### src/rtl/score_pkg.sv
// Shared constants for the score keeper: BCD digit geometry and FSM state codes.
package score_pkg;
  localparam int         DIGIT_W  = 4;
  localparam logic [3:0] BCD_NINE = 4'd9;

  typedef logic [1:0] state_t;
  localparam state_t IDLE   = 2'd0;
  localparam state_t RUN    = 2'd1;
  localparam state_t COMMIT = 2'd2;
  localparam state_t OVER   = 2'd3;
endpackage

### src/rtl/score_bcd_digit.sv
// One registered BCD digit; increments when enabled and a carry arrives from below.
module score_bcd_digit
  import score_pkg::*;
(
  input  logic               clk,
  input  logic               rst_n,
  input  logic               clr,
  input  logic               inc_en,
  input  logic               carry_in,
  output logic [DIGIT_W-1:0] digit,
  output logic               carry_out
);
  logic [DIGIT_W-1:0] digit_reg;

  assign digit     = digit_reg;
  assign carry_out = carry_in & (digit_reg == BCD_NINE);

  always_ff @(posedge clk or negedge rst_n) begin
    if (!rst_n) begin
      digit_reg <= '0;
    end else if (clr) begin
      digit_reg <= '0;
    end else if (inc_en && carry_in) begin
      digit_reg <= (digit_reg == BCD_NINE) ? '0 : digit_reg + 1'b1;
    end
  end
endmodule

### src/rtl/score_keeper.sv
// N-digit BCD game score with tick prescaler, saturation, high-score commit
// at game over and a milestone pulse.
module score_keeper
  import score_pkg::*;
#(
  parameter int NUM_DIGITS      = 5,
  parameter int TICK_DIV        = 6,
  parameter int MILESTONE_DIGIT = 2
) (
  input  logic                      clk,
  input  logic                      rst_n,
  input  logic                      game_start,
  input  logic                      game_frozen,
  input  logic                      game_tick,
  input  logic                      clear_hi,
  output logic [4*NUM_DIGITS-1:0]   score,
  output logic [4*NUM_DIGITS-1:0]   hi_score,
  output logic                      new_hi,
  output logic                      milestone_pulse,
  output logic                      overflow
);
  localparam int W = DIGIT_W * NUM_DIGITS;

  state_t         state_reg, state_next;
  logic [7:0]     presc_reg;
  logic [W-1:0]   score_vec;
  logic [W-1:0]   hi_reg;
  logic           new_hi_reg, ms_reg, ovf_reg;
  logic [NUM_DIGITS:0] carry;
  logic           tick_run, presc_wrap, inc_req, inc_en, saturated, beats_hi;

  // Digit 0 always sees a carry, so the chain doubles as the all-nines detector.
  assign carry[0]   = 1'b1;
  assign saturated  = carry[NUM_DIGITS];

  assign tick_run   = (state_reg == RUN) & ~game_frozen & game_tick & ~game_start;
  assign presc_wrap = (presc_reg == 8'(TICK_DIV - 1));
  assign inc_req    = tick_run & presc_wrap;
  assign inc_en     = inc_req & ~saturated;
  assign beats_hi   = (score_vec > hi_reg);

  generate
    for (genvar gi = 0; gi < NUM_DIGITS; gi++) begin : g_digit
      score_bcd_digit u_digit (
        .clk       (clk),
        .rst_n     (rst_n),
        .clr       (game_start),
        .inc_en    (inc_en),
        .carry_in  (carry[gi]),
        .digit     (score_vec[gi*DIGIT_W +: DIGIT_W]),
        .carry_out (carry[gi+1])
      );
    end
  endgenerate

  always_comb begin
    state_next = state_reg;
    case (state_reg)
      IDLE:    state_next = IDLE;
      RUN:     if (game_frozen) state_next = COMMIT;
      COMMIT:  state_next = OVER;
      default: state_next = OVER;
    endcase
    if (game_start) state_next = RUN;
  end

  always_ff @(posedge clk or negedge rst_n) begin
    if (!rst_n) begin
      state_reg  <= IDLE;
      presc_reg  <= '0;
      hi_reg     <= '0;
      new_hi_reg <= 1'b0;
      ms_reg     <= 1'b0;
      ovf_reg    <= 1'b0;
    end else begin
      state_reg <= state_next;
      ms_reg    <= inc_en & carry[MILESTONE_DIGIT];

      if (game_start)    presc_reg <= '0;
      else if (tick_run) presc_reg <= presc_wrap ? 8'd0 : presc_reg + 8'd1;

      if (game_start)                     ovf_reg <= 1'b0;
      else if (inc_req && saturated)      ovf_reg <= 1'b1;

      // clear_hi wins over a commit; the commit itself still uses the pre-clear score.
      if (clear_hi)                               hi_reg <= '0;
      else if (state_reg == COMMIT && beats_hi)   hi_reg <= score_vec;

      if (clear_hi || game_start)  new_hi_reg <= 1'b0;
      else if (state_reg == COMMIT) new_hi_reg <= beats_hi;
    end
  end

  assign score           = score_vec;
  assign hi_score        = hi_reg;
  assign new_hi          = new_hi_reg;
  assign milestone_pulse = ms_reg;
  assign overflow        = ovf_reg;
endmodule
### config.mk
export PLATFORM = sky130hd
export DESIGN_NAME = score_keeper
export DESIGN_NICKNAME = d
export VERILOG_FILES = /design/src/rtl/score_pkg.sv /design/src/rtl/score_bcd_digit.sv /design/src/rtl/score_keeper.sv
export SDC_FILE = /design/constraint.sdc
export NUM_CORES = 1
export LEC_CHECK = 0
export ABC_CLOCK_PERIOD_IN_PS = 4870
export CAP_MARGIN = 20
export CORE_ASPECT_RATIO = 2
export CORE_MARGIN = 5
export CORE_UTILIZATION = 55
export CTS_CLUSTER_DIAMETER = 40
export DETAILED_ROUTE_END_ITERATION = 8
export PLACE_DENSITY = 0.86
export SLEW_MARGIN = 20
export SYNTH_ARGS = -nofsm -noshare
export SYNTH_HDL_FRONTEND = slang
export SYNTH_SLANG_ARGS = --single-unit
### constraint.sdc
create_clock -name clk -period 4.87 [get_ports clk]
set_input_delay 0.974 -clock clk [delete_from_list [all_inputs] [get_ports clk]]
set_output_delay 0.974 -clock clk [all_outputs]
set_load 0.005 [all_outputs]
==> impl_metrics.toml <==
[synth]
ys_ff_latch = 53
synth.distinct_cells = 55
synth-edff-count = 0
synth_nets = 428
ys_seq_area_frac = 0.3812
yosysWarnings = 0
async_flop_share = 1.000
netlist_instances = 390
ys.flop_type = "dfrtp_1"
avgSynthCellArea_um2 = 8.922
synth_area_mm2 = 0.003480

[timing]
min_period_ns = 3.228
holdWs_ns = 0.5328
fin_tns_setup_ns = 0
finalMaxSlewViolations = 0
setup_viol = 0
tightest_slew_ns = 1.100
grt_setup_unrepaired = "no"
fin_crit_sh = 0.6628
hold_viol_final = 0
max_freq_mhz = 309.8
max_slew_margin = 0.2643
finClkSkew_ns = 0.009342

[final_layout]
nets = 472
final_cells = 521
drive_gt1_frac = 0.07586
area_growth_pct = 20.60
antenna_cells = 0
design_area_mm2 = 0.004197

[global_routing]
grt_util_all_layers = 0.2454
grt-ovfl-total = 0
first_global_vias = 3342
grt_pass1_wl_um = 15350
antenna_found_initial = 0
grt_max_degree = 54

[clocking]
clkTransAtPathRegs_ns = 0.07
cts.path.max_buffers = 2
clock-root-buffer = "clkbuf_16"
insertion_delay_ns = 0.31
cts_htree_levels = 2
cts_tree = "built"
cts_sinks = 53
hold_buffers = 0
cts-resized-gates = 0
post_cts_buffers = 0
numCtsBuffers = 5

[detailed_routing]
drc = 0
dr.first_iter.drc_count = 273
drt-total-wl_um = 9287
antenna_left = 0
drt_first_pass_iters = 4
routedWlPerCell_um = 17.83
viasPerCell = 6.152
via_count = 3205

[power_and_ir_drop]
intPower_mw = 0.6926
powerDensity_mw_per_mm2 = 225.5
sw_frac_of_total = 0.2681
max-vdd-ir-drop_mv = 0.2456
p_leak_nw = 1.770
clockPowerShare = 0.398
p_sw_mw = 0.2537
p_seq_frac = 0.483
pwr-share-comb = 0.119

[critical_path]
cp-start-kind = "register"
crit_family = "compound AO/OA/AOI/OAI gates"
crit_path_max_incr_delay_ns = 0.87
ff2ff_path_depth = 6
r2r_start = "g_digit[4].u_digit.digit[3]$_DFFE_PN0P_"
worstSetupPathType = "register to register"
cp.buffers_inverters = 0
crit_end = "hi_score[12]$_DFFE_PN0P_"
crit_cells = 6
crit_start = "g_digit[4].u_digit.digit[3]$_DFFE_PN0P_"
r2r_setup_slack_ns = 1.64
cp.arrival_ns = 3.41
reg2reg_to = "hi_score[12]$_DFFE_PN0P_"
crit_path_max_fanout = 21
crit_path_cell_trace = "ha_1 > nand4_2 > nor4_2 > a41o_1 > nor3b_4 > a221o_1"
required_ns = 5.05
crit_slowest_cell = "a41o_1"
cp-end-kind = "register"

[placed_design]
place_inst = 513
numPortBuffers = 48
placed_area_mm2 = 0.004044
dp_hpwl_um = 6387
place.gp.congestion = 0.8581

[min_path]
min_path_type = "register to register"

[floorplan]
io_pins = 49
fp.dieW_um = 66.24
core_area_mm2 = 0.006259
rows = 41
initial_core_util = 0.5560
dieHeight_um = 122.5
die_area_mm2 = 0.008113

[job]
drv_cap = 0

[outcome]
outcome = "finished clean"
cell usage in the layout (no fill, tap or decap), drive strengths merged, types with 8 or more instances in the layout:
master,count
dfrtp,53
nor3,8
a21oi,38
o21ai,21
inv,31
nand2,47
a221o,19
clkdlybuf4s50,47
ha,32
nand3,31
nor2,32
power by group through the flow:
stage / sequential (mW) / combinational [mW] / clock [mW]
final: 0.457 / 0.112 / 0.377
after global routing: 0.458 / 0.124 / 0.399
after CTS: 0.457 / 0.113 / 0.381
after detailed placement: 0.466 / 0.113 / 0
after global placement: 0.465 / 0.109 / 0
after floorplan: 0.463 / 0.0648 / 0
worst min-delay path by stage:
stage,start,to,cells past startpoint
2_1_floorplan,overflow$_DFFE_PN0P_,overflow$_DFFE_PN0P_,1
3_3_place_gp,overflow$_DFFE_PN0P_,overflow$_DFFE_PN0P_,1
3_5_place_dp,overflow$_DFFE_PN0P_,overflow$_DFFE_PN0P_,1
4_1_cts,overflow$_DFFE_PN0P_,overflow$_DFFE_PN0P_,1
5_1_grt,overflow$_DFFE_PN0P_,overflow$_DFFE_PN0P_,1
6_report,overflow$_DFFE_PN0P_,overflow$_DFFE_PN0P_,1
Yosys cell counts (all sizes together) (2+ instances only):
cell	count	share of area
dfrtp	53	0.38
a21oi	38	0.055
nand3	31	0.045
nor3	8	0.018
a21o	3	0.0068
clkbuf	13	0.014
and2	2	0.0036
nand4	5	0.013
or4	2	0.0047
xor2	2	0.0050
nor2	32	0.035
mux2	3	0.011
nor2b	2	0.0036
nor3b	2	0.0090
o31ai	4	0.0086
nand2b	2	0.0036
inv	31	0.033
ha	32	0.12
nand3b	5	0.014
mux2i	5	0.014
o21ai	21	0.030
buf	3	0.0058
o2bb2ai	2	0.0050
nand2	47	0.051
a221o	19	0.055
nor4b	2	0.0093
and3	4	0.0076
or3	2	0.0036
cells by family after synthesis:
logic type | after synthesis | synth area share
muxes | 8 | 0.02517
AOI/OAI and AO/OA | 96 | 0.1830
buffers and inverters | 47 | 0.05322
and+or+nand+nor | 152 | 0.2373
xor gates and xnor gates | 2 | 0.005035
DFF | 53 | 0.3812
adders and majority gates | 32 | 0.1151
metal layers:
| layer | part of all wire | up-vias | global-route usage |
|---|---|---|---|
| li1 | - | 1485 | - |
| met1 | 0.36 | 1554 | 0.2617 |
| met2 | 0.54 | 126 | 0.4306 |
| met3 | 0.051 | 40 | 0.03755 |
| met4 | 0.050 | 0 | 0.1654 |
| met5 | 0 | - | 0 |
through the flow:
| stage | utilization | power (mW) | setup slack [ns] |
|---|---|---|---|
| floorplan | - | 0.5277 | 2.360 |
| global placement | 0.6461 | 0.5739 | 1.598 |
| detailed placement | 0.6461 | 0.5784 | 1.581 |
| CTS | 0.6705 | 0.9510 | 1.650 |
| global route | 0.6705 | 0.9815 | 1.502 |
| finish | 0.6705 | 0.9463 | 1.642 |
area by class of cell:
| class | count | area (um2) |
|---|---|---|
| Inverter | 31 | 116.4 |
| Timing Repair Buffer | 53 | 513.0 |
| Sequential cell | 53 | 1326 |
| Fill cell | 526 | 2062 |
| Multi-Input combinational cell | 290 | 1981 |
| Clock inverter | 2 | 13.76 |
| Tap cell | 86 | 107.6 |
| Clock buffer | 6 | 138.9 |
Note: power is estimated with default switching activity, not from simulation.
